<file path="src/rtl/sequential_divider_if.sv">
// sequential_divider_if: start/busy/done handshake plus operands and results of the divider
interface sequential_divider_if #(
    parameter int WIDTH_A = 16,
    parameter int WIDTH_B = 8
);
    logic               start;
    logic [WIDTH_A-1:0] a;
    logic [WIDTH_B-1:0] b;
    logic [WIDTH_A-1:0] q;
    logic [WIDTH_B-1:0] r;
    logic               busy;
    logic               done;
    logic               div_by_zero;

    modport master (output start, a, b, input q, r, busy, done, div_by_zero);
    modport slave  (input start, a, b, output q, r, busy, done, div_by_zero);
endinterface

</file>
<file path="src/rtl/sequential_divider.sv">
// sequential_divider: iterative restoring unsigned divider producing one quotient bit per clock
module sequential_divider #(
    parameter int WIDTH_A = 16,
    parameter int WIDTH_B = 8
) (
    input  logic clk,
    input  logic reset,
    sequential_divider_if.slave bus
);
    localparam int CW = $clog2(WIDTH_A + 1);

    typedef enum logic {IDLE, CALC} state_t;

    state_t             state_q, state_d;
    logic [WIDTH_A-1:0] dvd_q, dvd_d;
    logic [WIDTH_B-1:0] b_q, b_d;
    logic [WIDTH_B:0]   rem_q, rem_d;
    logic [CW-1:0]      cnt_q, cnt_d;
    logic [WIDTH_A-1:0] q_q, q_d;
    logic [WIDTH_B-1:0] r_q, r_d;
    logic               done_q, done_d;
    logic               dbz_q, dbz_d;
    logic [WIDTH_B+1:0] trial;
    logic               ge;

    // State and datapath registers; reset aborts any division in flight
    always_ff @(posedge clk or posedge reset) begin
        if (reset) begin
            state_q <= IDLE;
            dvd_q   <= '0;
            b_q     <= '0;
            rem_q   <= '0;
            cnt_q   <= '0;
            q_q     <= '0;
            r_q     <= '0;
            done_q  <= 1'b0;
            dbz_q   <= 1'b0;
        end else begin
            state_q <= state_d;
            dvd_q   <= dvd_d;
            b_q     <= b_d;
            rem_q   <= rem_d;
            cnt_q   <= cnt_d;
            q_q     <= q_d;
            r_q     <= r_d;
            done_q  <= done_d;
            dbz_q   <= dbz_d;
        end
    end

    // Accept/zero-divisor handling in IDLE, one restoring step per cycle in CALC
    always_comb begin
        state_d = state_q;
        dvd_d   = dvd_q;
        b_d     = b_q;
        rem_d   = rem_q;
        cnt_d   = cnt_q;
        q_d     = q_q;
        r_d     = r_q;
        done_d  = 1'b0;
        dbz_d   = dbz_q;
        trial   = {rem_q, dvd_q[WIDTH_A-1]} - {2'b00, b_q};
        ge      = ~trial[WIDTH_B+1];
        if (state_q == IDLE) begin
            if (bus.start && bus.b != '0) begin
                state_d = CALC;
                dvd_d   = bus.a;
                b_d     = bus.b;
                rem_d   = '0;
                cnt_d   = CW'(WIDTH_A);
            end else if (bus.start) begin
                q_d    = '1;
                r_d    = '0;
                done_d = 1'b1;
                dbz_d  = 1'b1;
            end
        end else begin
            rem_d = ge ? trial[WIDTH_B:0] : {rem_q[WIDTH_B-1:0], dvd_q[WIDTH_A-1]};
            dvd_d = {dvd_q[WIDTH_A-2:0], ge};
            cnt_d = cnt_q - CW'(1);
            if (cnt_q == CW'(1)) begin
                state_d = IDLE;
                q_d     = dvd_d;
                r_d     = rem_d[WIDTH_B-1:0];
                done_d  = 1'b1;
                dbz_d   = 1'b0;
            end
        end
    end

    assign bus.busy        = (state_q == CALC);
    assign bus.done        = done_q;
    assign bus.q           = q_q;
    assign bus.r           = r_q;
    assign bus.div_by_zero = dbz_q;
endmodule

</file>
<file path="src/flat_wrapper.sv">
// flat-port wrapper written by rule: the top's interface ports become plain ports
module sequential_divider_flat 
#(
    parameter int WIDTH_A = 16,
    parameter int WIDTH_B = 8
)
  (clk, reset, bus_start, bus_a, bus_b, bus_q, bus_r, bus_busy, bus_done, bus_div_by_zero);
  sequential_divider_if #(.WIDTH_A(WIDTH_A), .WIDTH_B(WIDTH_B)) bus_i ();
  input  logic clk;
  input  logic reset;
  input wire logic [$bits(bus_i.start)-1:0] bus_start;
  input wire logic [$bits(bus_i.a)-1:0] bus_a;
  input wire logic [$bits(bus_i.b)-1:0] bus_b;
  output wire logic [$bits(bus_i.q)-1:0] bus_q;
  output wire logic [$bits(bus_i.r)-1:0] bus_r;
  output wire logic [$bits(bus_i.busy)-1:0] bus_busy;
  output wire logic [$bits(bus_i.done)-1:0] bus_done;
  output wire logic [$bits(bus_i.div_by_zero)-1:0] bus_div_by_zero;
  assign bus_i.start = bus_start;
  assign bus_i.a = bus_a;
  assign bus_i.b = bus_b;
  assign bus_q = bus_i.q;
  assign bus_r = bus_i.r;
  assign bus_busy = bus_i.busy;
  assign bus_done = bus_i.done;
  assign bus_div_by_zero = bus_i.div_by_zero;
  sequential_divider #(.WIDTH_A(WIDTH_A), .WIDTH_B(WIDTH_B)) u_core (.clk(clk), .reset(reset), .bus(bus_i));
endmodule
</file>
<file path="config.mk">
export PLATFORM = sky130hd
export DESIGN_NAME = sequential_divider_flat
export DESIGN_NICKNAME = d
export VERILOG_FILES = /design/src/rtl/sequential_divider_if.sv /design/src/rtl/sequential_divider.sv /design/src/flat_wrapper.sv
export SDC_FILE = /design/constraint.sdc
export NUM_CORES = 1
export LEC_CHECK = 0
export ABC_AREA = 0
export BUFFER_PORTS_ARGS = -buffer_cell sky130_fd_sc_hd__buf_2
export CORE_ASPECT_RATIO = 0.5
export CORE_MARGIN = 2
export CORE_UTILIZATION = 46
export DETAILED_ROUTE_END_ITERATION = 12
export HOLD_SLACK_MARGIN = 0.15
export PLACE_DENSITY = 0.79
export SLEW_MARGIN = 25
export SYNTH_ARGS = -nofsm -noshare
export SYNTH_HDL_FRONTEND = slang
export SYNTH_SLANG_ARGS = --single-unit
</file>
<file path="constraint.sdc">
create_clock -name clk -period 3 [get_ports clk]
set_input_delay 0.6 -clock clk [delete_from_list [all_inputs] [get_ports clk]]
set_output_delay 0.6 -clock clk [all_outputs]
set_load 0.005 [all_outputs]
</file>
==> After elaboration in Yosys (flattened, before gate mapping) <==
Cells that the tools add are included.
{ "word_totals": {"reg_bits": 65, "input_bits": 27, "out_inout_bits": 27, "word_cells": 48} }
{ "classes": {"add_sub_neg": 2, "n_eq_ne": 3, "n_mux": 26, "bitwise_logic": 2, "n_reduce_logical": 6} }
{ "op_table": {"columns": ["cell", "n"], "rows": [
  ["16-bit two-way mux", 6],
  ["8-bit two-way mux", 4],
  ["9-bit two-way mux", 3],
  ["1-bit two-way mux", 11],
  ["5-bit two-way mux", 2],
  ["10-bit by 8-bit subtractor with 10-bit output", 1],
  ["8-bit nonzero test", 1],
  ["5-bit by 1-bit equality test with 1-bit output, second input constant", 1],
  ["5-bit by 1-bit subtractor with 5-bit output, second input constant", 1],
  ["2-bit nonzero test", 2],
  ["3-bit AND reduction", 1],
  ["2-bit by 1-bit != test with 1-bit output, second input constant", 1],
  ["2-bit != test, second input constant", 1],
  ["1-bit NOT", 2],
  ["2-bit AND reduction", 1],
  ["1-bit logical AND", 1]
]} }

==> Longest topological paths before layout <==
Gate-level depths: netlist of the first run.
{ "depth": {"word_depth": 4, "mapped_depth": 9} }

==> Worst setup path before layout of the first run <==
OpenSTA, ideal clock, no wires.
{ "synth_timing": {"kind": "reg-to-reg", "from": "register u_core.rem_q[6]", "to": "register u_core.r_q[0], in the netlist u_core.bus.r[0]", "setup_time_ns": 0.077, "arrival_time_ns": 2.158, "required_ns": 2.923, "path_slack_ns": 0.765, "stages_incl_launch_ff": 9, "n_path_buf": 1, "cell_sequence": "dfrtp_1 ha_1 and4_2 a21oi_1 o211ai_2 a311oi_2 buf_6 mux2_4 o21ai_1"} }
{ "synth_between": {"elab_chain_len": 4} }
{ "synth_lines": {"columns": ["item", "line", "text"], "rows": [
  ["start, declared", "sequential_divider.sv:17", "logic [WIDTH_B:0] rem_q, rem_d;"],
  ["start signal, assigned", "sequential_divider.sv:42", "rem_q <= rem_d;"],
  ["10-bit by 8-bit subtractor with 10-bit output", "sequential_divider.sv:62", "trial = {rem_q, dvd_q[WIDTH_A-1]} - {2'b00, b_q};"],
  ["9-bit two-way mux", "sequential_divider.sv:78", "rem_d = ge ? trial[WIDTH_B:0] : {rem_q[WIDTH_B-1:0], dvd_q[WIDTH_A-1]};"],
  ["8-bit two-way mux", "sequential_divider.sv:81", "if (cnt_q == CW'(1)) begin"],
  ["8-bit two-way mux", "sequential_divider.sv:64", "if (state_q == IDLE) begin"],
  ["end signal, assigned", "sequential_divider.sv:45", "r_q <= r_d;"],
  ["end, declared", "sequential_divider.sv:20", "logic [WIDTH_B-1:0] r_q, r_d;"]
]} }
No other way between the ends. The select of a mux whose other input is x is not followed.
A chain may end at the register's enable or synchronous reset.

==> Final worst setup path of the first run <==
{ "layout_timing": {"from": "register u_core.rem_q[5]", "to": "register u_core.r_q[2], in the netlist u_core.bus.r[2]"} }
Same word-level chain as after synthesis.

==> results.json, run 1 <==
{
  "max_slew_margin_pct": 40.2,
  "postCtsHoldBufs": 0,
  "slew_viol_final": 0,
  "post-route-util_pct": 57.2,
  "max_stage_delay_ns": 0.40,
  "synth_cells": 308,
  "htreeDepth": 3,
  "max_clock_freq_ghz": 0.406,
  "cts_buffer_depth": 2,
  "reg2reg_from": "u_core.rem_q[5]$_DFFE_PP0P_",
  "cts_setup_buffers": 0,
  "layout_commonest_cell": "dfrtp_1",
  "gp_congestion": 0.876,
  "dp_cells": 446,
  "rsz0062_at_grt": "no",
  "drt_iter0_drc": 207,
  "cts.root.buffer_cell": "clkbuf_16",
  "maxCapViolCount": 0,
  "ys_warn_count": 0,
  "viasPerCell": 5.44,
  "drt_pass1_iterations": 4,
  "r2r_cells": 8,
  "fin_crit_sh_pct": 82.1,
  "path_clk_slew_ns": 0.06,
  "diodes": 0,
  "startpoint_type": "flop",
  "num-fill-cells": 574,
  "start_util_pct": 47.3,
  "r2r_slack_ns": 0.54,
  "pre_cts_slack_ns": 0.573,
  "area_delta_synth_final_pct": 20.9,
  "placementRows": 21,
  "syn_area_per_cell_um2": 10.3,
  "wl_mm": 7.19,
  "ys_ff_latch": 65,
  "grt_pass1_wl_mm": 12.1,
  "die_x_um": 121,
  "cts_tree": "done",
  "hold_viol": 0,
  "outcome": "completed",
  "final_cell_count_no_fill": 462,
  "wl_per_cell_um": 15.6,
  "worstPathMaxFanout": 11,
  "required_ns": 3.25,
  "layout-drive-gt1-share_pct": 23.8,
  "min_path_type": "input pin to asynchronous set/reset pin",
  "path_class": "flop to flop",
  "boundaryPins": 54,
  "setup-violations-final": 0,
  "portBuffers": 53,
  "ys_async_sr_fraction_pct": 100,
  "synthesis.area_mm2": 0.00316,
  "ys_types": 47,
  "numCtsBuffers": 9,
  "dieHeight_um": 62.6,
  "synth_top_flop_cell": "dfrtp_1",
  "final_cell_mix": "65 x dfrtp_1, 53 x buf_2, 47 x nand2_1",
  "grt_pass1_vias": 2559,
  "core_mm2": 0.00667,
  "setup_tns_ns": 0,
  "ir_drop_v": 0.000580,
  "hpwl_mm": 4.89,
  "leakage_uw": 0.00183,
  "insertion_delay_ns": 0.33,
  "vias": 2513,
  "worst_pin_slew_ns": 0.895,
  "overflow": 0,
  "die_area_mm2": 0.00758,
  "crit_chain": "ha_1 -> a21o_1 -> a21boi_2 -> o211ai_2 -> a311oi_2 -> buf_4 -> mux2_1 -> o21ai_1",
  "endpoint_kind": "flop",
  "critical_path.slowest_cell": "dfrtp_1",
  "cts_resized": 0,
  "fin_skew_ns": 0.00566,
  "grt_max_degree": 39,
  "synth_edf_count": 0,
  "ant_nets": 0,
  "grtUsageTotal_pct": 20.4,
  "fin_nets": 403,
  "cp.arrival_ns": 2.72,
  "fin_crit_ns": 2.46,
  "p_per_area_mw_per_mm2": 1330,
  "post-route-drc-count": 0,
  "antenna_found_initial": 0,
  "synth_nets": 346,
  "clock-sinks": 65,
  "ys_seq_area_share_pct": 51.5,
  "timing.rr.end": "u_core.bus.r[2]$_DFFE_PP0P_",
  "worst_slack_ns": 0.536
}
area by class of cell:
cell class	instances	area, um^2	area share [%]
Tap cell	92	115	3.01
Multi-Input combinational cell	214	1410	36.9
Inverter	16	60.1	1.57
Clock inverter	5	55.1	1.44
Sequential cell	65	1630	42.6
Timing Repair Buffer	59	310	8.13
Clock buffer	11	243	6.36
logic make-up after synthesis:
logic type	share of synthesized area, %
DFF	51.5
buffers and inverters	3.88
adders and majority gates	4.60
muxes	7.69
AOI/OAI and AO/OA	17.0
and+or+nand+nor	12.8
xor gates and xnor gates	2.50
through the flow:
| step | total power, uW | hold WS, ns | cell area [um^2] |
|---|---|---|---|
| finish | 5080 | 0.397 | 3820 |
| detailed placement | 4030 | 0.468 | 3520 |
| global route | 5460 | 0.466 | 3820 |
| floorplan | 3380 | 0.464 | 3160 |
| global placement | 3870 | 0.460 | 3520 |
| CTS | 5100 | 0.422 | 3820 |
report_power, final:
part	total (uW)	leakage, uW	switching, uW	internal (uW)
clock network	1040	0.000142	379	662
logic	2390	0.000917	1300	1090
registers	1650	0.000774	309	1340
total	5080	0.00183	1990	3090
state kept, by name (all words and copies together), names as in the netlist:
| register | cells |
|---|---|
| u_core.rem_q | 9 |
| u_core.dvd_q | 16 |
| u_core.bus.q | 16 |
| u_core.cnt_q | 5 |
| u_core.b_q | 8 |
| u_core.bus.div_by_zero | 1 |
| u_core.bus.done | 1 |
| u_core.bus.r | 8 |
| u_core.bus.busy | 1 |
worst max-delay path, delay by kind of cell, from the launching register on:
| kind | cells | cell delay (ns) |
|---|---|---|
| DFF | 1 | 0.40 |
| muxes | 1 | 0.36 |
| AOI/OAI and AO/OA | 5 | 0.99 |
| buffers and inverters | 1 | 0.25 |
| adders and majority gates | 1 | 0.39 |
Yosys cell counts, types with 2 or more instances:
master | instances | area (um^2)
dfrtp_1 | 65 | 1630
nand2_1 | 47 | 176
o21ai_0 | 29 | 145
mux2i_1 | 19 | 190
inv_1 | 15 | 56.3
o22a_1 | 15 | 131
o21ai_1 | 13 | 65.1
nand3_1 | 12 | 60.1
nor2_1 | 11 | 41.3
ha_1 | 10 | 125
clkbuf_1 | 9 | 33.8
xnor2_1 | 6 | 52.6
a21oi_1 | 5 | 25.0
nor3_1 | 4 | 20.0
a21o_1 | 3 | 22.5
nor4_1 | 3 | 18.8
o21a_1 | 3 | 22.5
xor2_1 | 3 | 26.3
buf_2 | 2 | 10.0
mux2_4 | 2 | 30.0
nand2b_1 | 2 | 12.5
nor2_2 | 2 | 12.5
nor2b_1 | 2 | 12.5
o2111ai_1 | 2 | 17.5
o31ai_1 | 2 | 15.0
how the worst max path moves through the flow:
stage	from	endpoint	slack, ns	cells past startpoint
after global routing	u_core.rem_q[6]$_DFFE_PP0P_	u_core.bus.r[2]$_DFFE_PP0P_	0.42	8
after floorplan	reset	u_core.b_q[0]$_DFFE_PP0P_	0.77	1
after CTS	u_core.rem_q[5]$_DFFE_PP0P_	u_core.bus.r[2]$_DFFE_PP0P_	0.55	8
final	u_core.rem_q[5]$_DFFE_PP0P_	u_core.bus.r[2]$_DFFE_PP0P_	0.54	8
after detailed placement	u_core.rem_q[5]$_DFFE_PP0P_	u_core.bus.r[2]$_DFFE_PP0P_	0.57	8
after global placement	u_core.rem_q[6]$_DFFE_PP0P_	u_core.bus.r[2]$_DFFE_PP0P_	0.69	8
per-layer routing:
metal	wire length, um	global-route usage (%)	up-vias
met5	0	0	-
met4	123	8.48	0
met3	274	6.30	12
met2	3570	33.7	54
met1	3220	24.9	1245
li1	-	-	1202
No activity file was read; power rests on OpenSTA's default activity.
==> run 2, diff against run 1 <==
PLACE_DENSITY = 0.82   (was 0.79)
clock period = 2.2 ns   (was 3 ns; I/O delays follow)
==> results.json, run 2 (same netlist as run 1, synthesis figures left out) <==
{
  "grt_pass1_vias": 2929,
  "drt_iter0_drc": 233,
  "reg2reg_from": "u_core.b_q[1]$_DFFE_PP0P_",
  "core_mm2": 0.00667,
  "area_delta_synth_final_pct": 35.7,
  "outcome": "complete, but fails checks",
  "critPathTopFamily": "compound AO/OA/AOI/OAI gates",
  "leakage_uw": 0.00204,
  "ir_drop_v": 0.000751,
  "pre_cts_slack_ns": -0.0911,
  "final_cell_mix": "64 x dfrtp_1, 53 x buf_2, 46 x nand2_1",
  "r2r_slack_ns": -0.20,
  "wl_mm": 9.01,
  "hpwl_mm": 5.00,
  "rsz0062_at_grt": "yes",
  "slew_viol_final": 0,
  "critPathBufInv": 2,
  "cp.arrival_ns": 2.66,
  "total_power_uw": 8590,
  "path_class": "flop to flop",
  "post-route-drc-count": 0,
  "crit_chain": "inv_2 -> ha_4 -> nor2b_4 -> o2111a_2 -> o21a_1 -> a311oi_4 -> buf_6 -> mux2_4 -> o21ai_2",
  "crit_cells": 9,
  "max_stage_delay_ns": 0.41,
  "postLayoutCellArea_mm2": 0.00429,
  "cts.root.buffer_cell": "clkbuf_16",
  "insertion_delay_ns": 0.33,
  "required_ns": 2.46,
  "violations": "negative setup slack",
  "setup-violations-final": 17,
  "die_area_mm2": 0.00758,
  "post-route-util_pct": 64.2,
  "boundaryPins": 54,
  "startpoint_type": "flop",
  "min_path_type": "input pin to asynchronous set/reset pin",
  "worstPathMaxFanout": 5,
  "hold_viol": 0,
  "diodes": 0,
  "dp_cells": 464,
  "overflow": 0,
  "vias": 2880,
  "worst_pin_slew_ns": 0.573,
  "ant_nets": 0,
  "placementRows": 21,
  "antenna_found_initial": 0,
  "grtUsageTotal_pct": 24.3,
  "fin_skew_ns": 0.00824,
  "final_cell_count_no_fill": 499,
  "dieHeight_um": 62.6,
  "r2r_cells": 9,
  "p_per_area_mw_per_mm2": 2000,
  "worst_slack_ns": -0.203,
  "max_slew_margin_pct": 61.8,
  "portBuffers": 53,
  "grt_max_degree": 31,
  "critical_path.slowest_cell": "dfrtp_1",
  "cts_buffer_depth": 2,
  "fin_nets": 440,
  "gp_congestion": 0.853,
  "viasPerCell": 5.77,
  "drt_pass1_iterations": 5,
  "fin_crit_ns": 2.40,
  "dpl_cell_area_mm2": 0.00369,
  "max_clock_freq_ghz": 0.416,
  "htreeDepth": 3,
  "layout_commonest_cell": "dfrtp_1",
  "die_x_um": 121,
  "num-fill-cells": 493,
  "path_clk_slew_ns": 0.06,
  "timing.rr.end": "u_core.bus.r[1]$_DFFE_PP0P_",
  "grt_pass1_wl_mm": 14.3,
  "maxCapViolCount": 0,
  "start_util_pct": 47.3,
  "clock-sinks": 65,
  "fin_crit_sh_pct": 109,
  "wl_per_cell_um": 18.0,
  "layout-drive-gt1-share_pct": 38.1,
  "endpoint_kind": "flop",
  "numCtsBuffers": 9,
  "cts_tree": "done"
}
## run 2: area by class of cell
type / count / area (um^2) / share of cell area, %
flip-flops and latches: 65 / 1630 / 38.0
repair buffers: 96 / 621 / 14.5
inverters: 16 / 60.1 / 1.40
clock buffers: 11 / 253 / 5.90
multi-input cells: 214 / 1580 / 36.8
well taps: 92 / 115 / 2.69
clock inverters: 5 / 30.0 / 0.701
## run 2: repair_timing
item / 4_1_cts / 5_1_grt
gates resized for setup: 15 / 22
setup buffers: 15 / 3
cloned: 1 / 0
setup endpoints to repair: 15 / 20
pin swaps: 4 / 5
hold buffers: 0 / 0
## run 2: power by group
group,internal (uW),total (uW),switching (uW)
sequential,1830,2300,471
combinational,2470,4960,2490
clock,817,1330,517
## run 2: per-layer routing
layer	GRT usage, %	wire, um	vias up
met5	0	0	-
met4	10.2	316	0
met3	6.48	543	34
met2	41.2	4500	143
met1	29.6	3650	1425
li1	-	-	1278
## run 2: stage by stage
step	setup TNS, ns	hold slack (ns)
after CTS	-0.177	0.184
after floorplan	0	0.464
after global routing	-3.77	0.213
final	-2.53	0.177
after global placement	-0.0178	0.461
after detailed placement	-0.292	0.460
## run 2: worst max path at each step
| stage | startpoint | slack (ns) | to |
|---|---|---|---|
| finish | u_core.b_q[1]$_DFFE_PP0P_ | -0.20 | u_core.bus.r[1]$_DFFE_PP0P_ |
| global route | u_core.b_q[1]$_DFFE_PP0P_ | -0.26 | u_core.rem_q[1]$_DFFE_PP0P_ |
| CTS | u_core.rem_q[0]$_DFFE_PP0P_ | -0.03 | u_core.bus.r[1]$_DFFE_PP0P_ |
| detailed placement | u_core.rem_q[0]$_DFFE_PP0P_ | -0.09 | u_core.bus.r[2]$_DFFE_PP0P_ |
| global placement | u_core.b_q[1]$_DFFE_PP0P_ | -0.02 | u_core.bus.r[2]$_DFFE_PP0P_ |
| floorplan | u_core.b_q[1]$_DFFE_PP0P_ | 0.02 | u_core.bus.r[0]$_DFFE_PP0P_ |
==> run 3, diff against run 2 <==
CTS_BUF_LIST = sky130_fd_sc_hd__clkbuf_8   (was unset)
MAX_ROUTING_LAYER = met4   (was unset)
==> results.json, run 3 (same netlist as run 1, synthesis figures left out) <==
{
  "cts_tree": "done",
  "placementRows": 21,
  "clockPowerShare_pct": 14.3,
  "grt_max_degree": 41,
  "wl_per_cell_um": 15.4,
  "numCtsBuffers": 9,
  "p_sw_share_pct": 38.7,
  "diodes": 0,
  "die_x_um": 121,
  "worst_pin_slew_ns": 0.730,
  "violations": "negative setup slack",
  "num-fill-cells": 539,
  "fin_crit_sh_pct": 103,
  "cts_buffer_depth": 2,
  "portBuffers": 53,
  "fin_skew_ns": 0.00687,
  "leakage_uw": 0.00196,
  "area_delta_synth_final_pct": 30.0,
  "outcome": "complete, but fails checks",
  "path_clk_slew_ns": 0.07,
  "ir_drop_v": 0.000782,
  "cts.root.buffer_cell": "clkbuf_8",
  "post-route-util_pct": 61.5,
  "drt_pass1_iterations": 5,
  "intPower_uw": 4770,
  "path_class": "flop to flop",
  "seqPwrFrac_pct": 29.2,
  "grt_pass1_vias": 2721,
  "min_path_type": "input pin to flop",
  "dpl_cell_area_mm2": 0.00371,
  "max_slew_margin_pct": 51.3,
  "insertion_delay_ns": 0.34,
  "rsz0062_at_grt": "yes",
  "hpwl_mm": 4.97,
  "layout_commonest_cell": "dfrtp_1",
  "fin_crit_ns": 2.27,
  "viasPerCell": 5.45,
  "post-route-drc-count": 0,
  "layout-drive-gt1-share_pct": 33.8,
  "htreeDepth": 3,
  "maxCapViolCount": 0,
  "dieHeight_um": 62.6,
  "boundaryPins": 54,
  "worst_slack_ns": -0.0690,
  "wl_mm": 7.50,
  "vias": 2660,
  "ant_nets": 0,
  "final_cell_mix": "64 x dfrtp_1, 53 x buf_2, 46 x nand2_1",
  "core_mm2": 0.00667,
  "slew_viol_final": 0,
  "postLayoutCellArea_mm2": 0.00411,
  "required_ns": 2.46,
  "drt_iter0_drc": 149,
  "endpoint_kind": "flop",
  "pre_cts_slack_ns": -0.100,
  "grtUsageTotal_pct": 21.7,
  "clock-sinks": 65,
  "die_area_mm2": 0.00758,
  "power_frac_comb_pct": 56.5,
  "startpoint_type": "flop",
  "overflow": 0,
  "power_switching_uw": 3010,
  "hold_viol": 0,
  "gp_congestion": 0.884,
  "worstPathMaxFanout": 7,
  "critical_path.slowest_cell": "dfrtp_1",
  "setup-violations-final": 11,
  "max_clock_freq_ghz": 0.441,
  "antenna_found_initial": 0,
  "grt_pass1_wl_mm": 12.5,
  "cp.arrival_ns": 2.53,
  "fin_nets": 429,
  "p_per_area_mw_per_mm2": 1900,
  "crit_chain": "inv_2 -> ha_4 -> nor2b_4 -> o2111a_2 -> o21a_1 -> a311oi_2 -> buf_6 -> mux2_4 -> o21ai_1",
  "max_stage_delay_ns": 0.40,
  "start_util_pct": 47.3
}
[run 3: changes by cell type in the layout (fill, tap and decap cells not counted), moves of 2 or more]
cell	change
o21ai_1	+2
buf_4	-11
clkbuf_8	+9
o21ai_2	-3
bufinv_16	+2
clkbuf_16	-9
inv_1	+2
clkinv_2	-3
clkinvlp_4	-2
[run 3: cell type report]
| cell class | count | area, um^2 | area share, % |
|---|---|---|---|
| clock buffers | 11 | 151 | 3.69 |
| flip-flops and latches | 65 | 1630 | 39.7 |
| repair buffers | 85 | 537 | 13.1 |
| clock inverters | 5 | 71.3 | 1.74 |
| inverters | 16 | 60.1 | 1.46 |
| multi-input cells | 214 | 1540 | 37.6 |
| well taps | 92 | 115 | 2.80 |
[run 3: metal layers]
metal | vias up | routed length [um] | GRT usage (%)
met1 | 1314 | 3200 | 25.6
met2 | 72 | 3800 | 35.4
met4 | 0 | 165 | 9.77
met3 | 19 | 328 | 5.29
li1 | 1255 | - | -
met5 | - | 0 | -
[run 3: worst max-delay path, delay by kind of cell, from the launching register on]
family | cells | cell delay [ns]
AOI/OAI and AO/OA | 4 | 0.87
DFF | 1 | 0.40
muxes | 1 | 0.32
buffers and inverters | 2 | 0.28
adders and majority gates | 1 | 0.19
and+or+nand+nor | 1 | 0.12
[run 3: final timing paths]
check                                                    from                                  to  slack, ns  depth (start not counted)
min in group asynchronous                               reset         u_core.bus.q[1]$_DFFE_PP0P_       0.73                          3
min reg2reg                u_core.bus.div_by_zero$_DFFE_PP0P_  u_core.bus.div_by_zero$_DFFE_PP0P_       0.47                          1
max reg2reg                         u_core.b_q[1]$_DFFE_PP0P_         u_core.bus.r[1]$_DFFE_PP0P_      -0.07                          9
max                                 u_core.b_q[1]$_DFFE_PP0P_         u_core.bus.r[1]$_DFFE_PP0P_      -0.07                          9
max in group asynchronous                               reset         u_core.rem_q[4]$_DFFE_PP0P_       0.90                          4
min                                                  bus_b[7]           u_core.b_q[7]$_DFFE_PP0P_       0.32                          3
[run 3: repair_timing]
action                                 4_1_cts  5_1_grt
endpoints found under the hold margin       16        0
setup endpoints to repair                   14       17
hold buffers                                 1        0
pin swaps                                    4        8
setup buffers                                2        3
gates resized for setup                      8       20
[run 3: stage by stage]
| step | setup TNS [ns] | power, uW | std cells | hold slack (ns) |
|---|---|---|---|---|
| 2_1_floorplan | 0 | 4640 | 308 | 0.464 |
| 3_5_place_dp | -0.652 | 5900 | 466 | 0.465 |
| 5_1_grt | -1.86 | 8370 | 488 | 0.323 |
| 4_1_cts | -0.223 | 7270 | 485 | 0.310 |
| 6_report | -0.434 | 7780 | 488 | 0.320 |
| 3_3_place_gp | -0.0292 | 5760 | 466 | 0.460 |
[run 3: power groups by stage]
stage | logic [uW] | registers [uW] | clock network, uW
CTS | 3890 | 2250 | 1130
detailed placement | 3650 | 2240 | 0
finish | 4390 | 2270 | 1110
global placement | 3540 | 2220 | 0
global route | 4840 | 2340 | 1190
floorplan | 2450 | 2190 | 0
